File: src/rtl/sr_writer_pkg.sv
// Shared types and elaboration helpers for the SR latch write controller.
package sr_writer_pkg;

    typedef enum logic [1:0] {
        ST_IDLE   = 2'b00,
        ST_DRIVE  = 2'b01,
        ST_SETTLE = 2'b10,
        ST_VERIFY = 2'b11
    } state_e;

    // Down-counter width able to hold max(pulse, settle, 1).
    function automatic int unsigned cnt_width(input int unsigned pulse,
                                              input int unsigned settle);
        int unsigned m;
        m = (pulse > settle) ? pulse : settle;
        if (m < 1) begin
            m = 1;
        end
        return $clog2(m + 1);
    endfunction

    function automatic bit params_ok(input int unsigned width,
                                     input int unsigned pulse);
        return (width >= 1) && (pulse >= 1);
    endfunction

endpackage

File: src/rtl/sr_latch_writer_timer.sv
// Loadable down-counter that stops at zero; zero_o flags the last cycle of a phase.
module sr_pulse_timer #(
    parameter int unsigned CNT_W = 2
) (
    input  logic             clk,
    input  logic             rst_n,
    input  logic             load_i,
    input  logic [CNT_W-1:0] load_val_i,
    output logic             zero_o
);

    logic [CNT_W-1:0] cnt_q;
    logic [CNT_W-1:0] cnt_d;

    always_comb begin
        cnt_d = cnt_q;
        if (load_i) begin
            cnt_d = load_val_i;
        end else if (cnt_q != '0) begin
            cnt_d = cnt_q - CNT_W'(1);
        end
    end

    always_ff @(posedge clk or negedge rst_n) begin
        if (!rst_n) begin
            cnt_q <= '0;
        end else begin
            cnt_q <= cnt_d;
        end
    end

    assign zero_o = (cnt_q == '0);

endmodule

File: src/rtl/sr_latch_writer.sv
// Write controller for a bank of gated NAND SR latches: pulse, settle, read back and verify.
module sr_latch_writer
    import sr_writer_pkg::*;
#(
    parameter int unsigned WIDTH         = 8,
    parameter int unsigned PULSE_CYCLES  = 2,
    parameter int unsigned SETTLE_CYCLES = 1
) (
    input  logic             clk,
    input  logic             rst_n,
    input  logic             wr_req,
    input  logic [WIDTH-1:0] wr_data,
    input  logic [WIDTH-1:0] wr_mask,
    output logic             wr_ready,
    output logic             latch_en,
    output logic [WIDTH-1:0] latch_set,
    output logic [WIDTH-1:0] latch_reset,
    input  logic [WIDTH-1:0] latch_q,
    input  logic [WIDTH-1:0] latch_notq,
    output logic             done,
    output logic             err,
    output logic [WIDTH-1:0] err_bits
);

    localparam int unsigned CNT_W = cnt_width(PULSE_CYCLES, SETTLE_CYCLES);
    localparam logic [CNT_W-1:0] PULSE_LOAD  = CNT_W'(PULSE_CYCLES - 1);
    localparam logic [CNT_W-1:0] SETTLE_LOAD =
        CNT_W'((SETTLE_CYCLES > 0) ? (SETTLE_CYCLES - 1) : 0);

    if (!params_ok(WIDTH, PULSE_CYCLES)) begin : g_param_check
        $error("sr_latch_writer: WIDTH and PULSE_CYCLES must both be >= 1");
    end

    state_e           state_q, state_d;
    logic [WIDTH-1:0] data_q, data_d;
    logic [WIDTH-1:0] mask_q, mask_d;

    logic             wr_ready_q, wr_ready_d;
    logic             latch_en_q, latch_en_d;
    logic [WIDTH-1:0] latch_set_q, latch_set_d;
    logic [WIDTH-1:0] latch_reset_q, latch_reset_d;
    logic             done_q, done_d;
    logic             err_q, err_d;
    logic [WIDTH-1:0] err_bits_q, err_bits_d;

    logic             tmr_load;
    logic [CNT_W-1:0] tmr_val;
    logic             tmr_zero;
    logic [WIDTH-1:0] fail;

    sr_pulse_timer #(
        .CNT_W (CNT_W)
    ) u_timer (
        .clk        (clk),
        .rst_n      (rst_n),
        .load_i     (tmr_load),
        .load_val_i (tmr_val),
        .zero_o     (tmr_zero)
    );

    // A masked bit fails if Q disagrees with the data or Q/notQ are not complementary.
    always_comb begin
        fail = mask_q & ((latch_q ^ data_q) | ~(latch_q ^ latch_notq));
    end

    // Next state, captured operands and registered output values.
    always_comb begin
        state_d       = state_q;
        data_d        = data_q;
        mask_d        = mask_q;
        tmr_load      = 1'b0;
        tmr_val       = PULSE_LOAD;
        done_d        = 1'b0;
        err_d         = err_q;
        err_bits_d    = err_bits_q;
        wr_ready_d    = 1'b0;
        latch_en_d    = 1'b0;
        latch_set_d   = '0;
        latch_reset_d = '0;

        case (state_q)
            ST_IDLE: begin
                if (wr_req) begin
                    data_d   = wr_data;
                    mask_d   = wr_mask;
                    tmr_load = 1'b1;
                    tmr_val  = PULSE_LOAD;
                    state_d  = ST_DRIVE;
                end
            end
            ST_DRIVE: begin
                if (tmr_zero) begin
                    if (SETTLE_CYCLES == 0) begin
                        state_d = ST_VERIFY;
                    end else begin
                        tmr_load = 1'b1;
                        tmr_val  = SETTLE_LOAD;
                        state_d  = ST_SETTLE;
                    end
                end
            end
            ST_SETTLE: begin
                if (tmr_zero) begin
                    state_d = ST_VERIFY;
                end
            end
            ST_VERIFY: begin
                done_d     = 1'b1;
                err_d      = |fail;
                err_bits_d = fail;
                state_d    = ST_IDLE;
            end
            default: begin
                state_d = ST_IDLE;
            end
        endcase

        // Outputs follow the state being entered so they are valid from the first cycle.
        wr_ready_d = (state_d == ST_IDLE);
        if (state_d == ST_DRIVE) begin
            latch_en_d    = 1'b1;
            latch_set_d   = data_d & mask_d;
            latch_reset_d = ~data_d & mask_d;
        end
    end

    always_ff @(posedge clk or negedge rst_n) begin
        if (!rst_n) begin
            state_q       <= ST_IDLE;
            data_q        <= '0;
            mask_q        <= '0;
            wr_ready_q    <= 1'b1;
            latch_en_q    <= 1'b0;
            latch_set_q   <= '0;
            latch_reset_q <= '0;
            done_q        <= 1'b0;
            err_q         <= 1'b0;
            err_bits_q    <= '0;
        end else begin
            state_q       <= state_d;
            data_q        <= data_d;
            mask_q        <= mask_d;
            wr_ready_q    <= wr_ready_d;
            latch_en_q    <= latch_en_d;
            latch_set_q   <= latch_set_d;
            latch_reset_q <= latch_reset_d;
            done_q        <= done_d;
            err_q         <= err_d;
            err_bits_q    <= err_bits_d;
        end
    end

    assign wr_ready    = wr_ready_q;
    assign latch_en    = latch_en_q;
    assign latch_set   = latch_set_q;
    assign latch_reset = latch_reset_q;
    assign done        = done_q;
    assign err         = err_q;
    assign err_bits    = err_bits_q;

endmodule

File: config.mk
export PLATFORM = sky130hd
export DESIGN_NAME = sr_latch_writer
export DESIGN_NICKNAME = d
export VERILOG_FILES = /design/src/rtl/sr_writer_pkg.sv /design/src/rtl/sr_latch_writer_timer.sv /design/src/rtl/sr_latch_writer.sv
export SDC_FILE = /design/constraint.sdc
export NUM_CORES = 1
export LEC_CHECK = 0
export CAP_MARGIN = 5
export CORE_ASPECT_RATIO = 0.5
export CORE_UTILIZATION = 52
export CTS_BUF_LIST = sky130_fd_sc_hd__clkbuf_8
export CTS_CLUSTER_SIZE = 40
export DETAILED_ROUTE_END_ITERATION = 10
export PLACE_DENSITY_LB_ADDON = 0.25
export SLEW_MARGIN = 15
export SYNTH_ARGS = -nofsm -noshare
export SYNTH_HDL_FRONTEND = slang
export SYNTH_SLANG_ARGS = --single-unit
File: constraint.sdc
create_clock -name clk -period 2.9 [get_ports clk]
set_clock_uncertainty 0.15 [all_clocks]
set_input_delay 0.58 -clock clk [delete_from_list [all_inputs] [get_ports clk]]
set_output_delay 0.58 -clock clk [all_outputs]
set_load 0.005 [all_outputs]
==> results.toml, run 1 <==
[grt]
first_global_vias = 1336
grtUsageMet3_pct = 5.281
antenna_found_initial = 0
grt_pass1_wl_um = 6430
globalRoute.busiestLayer = "met2"
grt_usage_pct = 21.16
use_met2_pct = 39.08
grt_start_max_net_pins = 31
grtUsageMet1_pct = 24.89
grt_overflow = 0

[power_and_ir_drop]
seqPwrFrac_pct = 41.3
combPwrFrac_pct = 44.8
power_switching_uw = 970.4
p_sw_share_pct = 34.40
powerDensity_nw_per_um2 = 1016
power_frac_clock_pct = 13.9
internal_power_mw = 1.851
power.leakage_nw = 1.208
ir_drop_v = 0.0008415

[critical_path]
cp-end-kind = "flop"
timing.rr.start = "state_q[0]"
r2r_slack_ns = 1.06
crit_required_ns = 2.91
critical_path_class = "in -> reg"
crit_fanout = 16
rr_worst_depth = 4
startpoint_type = "input port"
worstPathArrival_ns = 2.20
critPathLaunch = "wr_req"
rr_endpoint = "latch_set[6]"

[floorplanning]
io_pins = 63
die_y_um = 46.22
die_w_um = 90.43
start_util_pct = 56.72
coreArea_um2 = 3585
row_count = 15
die_area_um2 = 4179

[cts]
h-tree-depth = 2
cts_root_buf = "clkbuf_8"
clock_latency_ns = 0.29
cts_made_buffers = 5
postCtsSetupBuffers = 0
clkSinkCount = 48
clk_pin_slew_ns = 0.08
cts_hold_buf = 0
cts_tree = "built"
clockBufferDepth = 2
post_cts_resized = 0

[synthesis]
synthTopCellsByArea = "dfrtp_1 58%, nor3b_2 4.9%, mux2i_1 3.9%"
ys_ff_latch = 48
synth_top_area_share_pct = 57.85
ys.warnings.count = 0
synthCells = 160
synth.yosys.seq_area_share_pct = 59.14
yosysTopAreaCell = "dfrtp_1"
async_flop_share_pct = 100.0
yosys_most_used_dff = "dfrtp_1"
synth-edff-count = 0
syn-num-nets = 197
yosysMostFrequentCell = "dfrtp_1"
synthTopCellsByCount = "47 x dfrtp_1, 15 x nand2_1, 13 x inv_1, 10 x o21ai_0"
synth_area_per_cell_um2 = 12.71
synth_cell_types = 33
syn_area_um2 = 2033

[drt]
via_per_inst = 5.054
post-route-drc-count = 0
final_antenna_net_count = 0
wire_per_inst_um = 14.48
dr.pass1.iters = 4
vias = 1415
drt-total-wl_um = 4055
drtIter0Drc = 45

[min_path]
hold_path_class = "in -> async"

[sta]
final.setup.tns_ns = 0
slew_headroom_pct = 52.82
worst_pin_slew_ns = 0.7043
setup_viol = 0
fmax_mhz = 456.1
rsz0062_at_grt = "no"
hold_viol_final = 0
hold_slack_ns = 0.1518
setup_slack_ns = 0.7075
finalMaxSlewViolations = 0
fin_crit_sh_pct = 75.60
fin_crit_ns = 2.193

[layout]
diodes = 0
layout.nets = 265
syn2layout_area_growth_pct = 36.49
layout-drive-gt1-share_pct = 16.59

[placed_design]
portBuffers = 62
dpl_worst_slack_ns = 0.3988
hpwl_um = 2981
routabilityCongestion = 0.7682

[run]
maxCapViolCount = 0

[run_status]
outcome = "complete, no violations"
==> power by group through the flow <==
stage | Sequential, mW | Clock [mW] | Combinational (mW)
2_1_floorplan | 1.15 | 0 | 0.772
3_3_place_gp | 1.17 | 0 | 1.21
3_5_place_dp | 1.18 | 0 | 1.27
4_1_cts | 1.17 | 0.406 | 1.28
5_1_grt | 1.20 | 0.434 | 1.37
6_report | 1.17 | 0.392 | 1.26
==> stage by stage <==
stage                     util, %  power, mW  std cells  instance area, um^2
after floorplan                 -      1.922        160                 2033
after global placement      74.90      2.385        272                 2685
after detailed placement    74.90      2.449        272                 2685
after CTS                   77.42      2.851        280                 2775
after global routing        77.42      3.012        280                 2775
final                       77.42      2.821        280                 2775
==> cells by family after synthesis <==
| family | share of synthesized area (%) |
|---|---|
| adder cells (fa/ha/maj) | 1.231 |
| AO/OA/AOI/OAI | 7.323 |
| multiplexers | 8.738 |
| buffers and inverters | 5.046 |
| flip-flops | 59.14 |
| AND/OR/NAND/NOR | 18.52 |
==> worst max-delay path, cell delays in order <==
cell and delay (ns):
clkdlybuf4s50_1 0.52, inv_2 0.06, nor3_4 0.17, buf_4 0.30, mux2_2 0.40, nor3b_2 0.16
==> sequential cells by signal, indices dropped and copies added, names as in the netlist <==
| register | cells |
|---|---|
| mask_q | 8 |
| err_bits | 8 |
| latch_en | 1 |
| latch_set | 8 |
| wr_ready | 1 |
| state_q | 2 |
| err | 1 |
| latch_reset | 8 |
| u_timer.cnt_q | 2 |
| data_q | 8 |
| done | 1 |
==> area by class of cell <==
cell class | instances | area, um^2
clock inverter | 2 | 7.507
tap | 51 | 63.81
clock buffer | 6 | 82.58
fill | 227 | 809.5
inverter | 14 | 52.55
multi-input combinational | 94 | 728.2
sequential | 48 | 1202
timing repair buffer | 65 | 638.1
==> layer usage <==
metal,share of wire (%),routed length [um]
met1,42,1722
met5,0,0
met3,5.8,235
met4,1.7,69
met2,50,2029
==> cell usage in the layout, fill, tap and decap left out, types with 4 or more instances in the layout <==
cell	instances
nand3b_1	4
o21ai_0	10
dfrtp_1	47
or3b_2	4
o221ai_1	4
mux2_2	6
nand3_1	4
clkdlybuf4s50_1	61
nand2_1	15
nor3_1	5
clkbuf_8	6
nor3b_2	8
nand2b_1	5
mux2i_1	8
inv_1	15
==> worst max-delay path by stage <==
stage / cells past startpoint / slack (ns) / to
after floorplan: 5 / 1.04 / latch_set[0]
after global placement: 6 / 0.47 / latch_set[6]
after detailed placement: 6 / 0.40 / latch_set[6]
after CTS: 6 / 0.70 / latch_reset[2]
after global routing: 6 / 0.61 / latch_reset[5]
final: 6 / 0.71 / latch_set[6]
(Power assumes the default switching activity.)
==> run 2: changes to the inputs <==
- CORE_UTILIZATION: 52 -> 48
- clock period: 2.9 -> 2.1 ns (I/O delays scaled with it)
==> results.toml, run 2 (same netlist as run 1, synthesis figures left out) <==
[cts]
clk_pin_slew_ns = 0.09
cts_root_buf = "clkbuf_8"
clkSinkCount = 48
post_cts_resized = 0
postCtsSetupBuffers = 0
cts_made_buffers = 5
cts_hold_buf = 0
cts_tree = "built"
h-tree-depth = 2
clock_latency_ns = 0.30
clockBufferDepth = 2

[layout]
mostFrequentLayoutCells = "61 x clkdlybuf4s50_1, 47 x dfrtp_1, 15 x nand2_1"
syn2layout_area_growth_pct = 40.25
nFillCells = 289
diodes = 0
area.sequential_um2 = 1202
layout.nets = 271
multi_input_area_um2 = 728.2
layout-drive-gt1-share_pct = 19.57
fin_cells = 289
layout_commonest_cell = "clkdlybuf4s50_1"

[floorplanning]
io_pins = 63
coreArea_um2 = 3984
row_count = 16
start_util_pct = 51.04
die_w_um = 94.04
die_area_um2 = 4516
die_y_um = 48.02

[power_and_ir_drop]
powerDensity_nw_per_um2 = 1450
power.leakage_nw = 1.244
ir_drop_v = 0.0008898

[sta]
slew_headroom_pct = 59.30
fmax_mhz = 524.0
final.setup.tns_ns = 0
fin_crit_sh_pct = 90.87
hold_slack_ns = 0.05450
fin_crit_ns = 1.908
rsz0062_at_grt = "no"
hold_viol_final = 0
finalMaxSlewViolations = 0
setup_viol = 0
worst_pin_slew_ns = 0.6106

[drt]
drtIter0Drc = 42
via_per_inst = 5.003
drt-total-wl_um = 3972
wire_per_inst_um = 13.74
post-route-drc-count = 0
vias = 1446
dr.pass1.iters = 4
final_antenna_net_count = 0

[grt]
antenna_found_initial = 0
grt_overflow = 0
grt_usage_pct = 19.32
grt_start_max_net_pins = 49
first_global_vias = 1419
grt_pass1_wl_um = 6327

[critical_path]
crit_fanout = 10
worstPathArrival_ns = 1.95
critical_path_class = "in -> reg"
cp-end-kind = "flop"
crit_required_ns = 2.14
startpoint_type = "input port"

[placed_design]
routabilityCongestion = 0.7534
dp_cells = 281
portBuffers = 62
hpwl_um = 3030

[run_status]
outcome = "complete, no violations"

[min_path]
hold_path_class = "in -> async"

[run]
maxCapViolCount = 0
run 2: worst max-delay path: stages:
cell	delay (ns)
clkdlybuf4s50_1	0.50
inv_2	0.06
nor3_4	0.18
buf_4	0.24
mux2_2	0.38
nor3b_2	0.15
run 2: final cells by class:
type / instances / area share, %
multi-input cells: 94 / 25.54
clock inverters: 2 / 0.3510
flip-flops and latches: 48 / 42.17
repair buffers: 71 / 24.84
well taps: 54 / 2.369
clock buffers: 6 / 2.896
inverters: 14 / 1.843
run 2: per-layer routing:
metal / track usage [%] / vias up / share of wire, % / wire length, um
li1: - / 700 / - / -
met5: 0 / - / 0 / 0
met1: 24.04 / 708 / 46 / 1815
met3: 4.762 / 5 / 3.6 / 143
met2: 33.87 / 33 / 50 / 1980
met4: 8.308 / 0 / 0.83 / 33
run 2: worst paths after layout:
check                                 startpoint              to  slack [ns]  depth (start not counted)
worst max-delay path                      wr_req    latch_set[1]        0.19                          6
worst min-delay path                       rst_n  latch_reset[0]        0.05                          2
worst max register to register  u_timer.cnt_q[0]  latch_reset[2]        0.34                          7
worst min register to register       err_bits[3]     err_bits[3]        0.34                          2
max in group asynchronous                  rst_n       data_q[2]        1.33                          2
min in group clk                     err_bits[3]     err_bits[3]        0.34                          2
run 2: through the flow:
stage | utilization, % | setup WS, ns | area [um^2] | power (mW)
floorplan | - | 0.3736 | 2033 | 2.654
global placement | 69.25 | -0.1146 | 2759 | 3.533
detailed placement | 69.25 | -0.1400 | 2759 | 3.608
CTS | 71.58 | 0.1941 | 2851 | 4.179
global route | 71.58 | 0.09601 | 2851 | 4.440
finish | 71.58 | 0.1916 | 2851 | 4.134
run 2: report_power, final:
group	internal (mW)	leakage (nW)	switching [mW]
Combinational	1.12	0.592	0.844
Clock	0.263	0.0510	0.305
Sequential	1.37	0.601	0.230
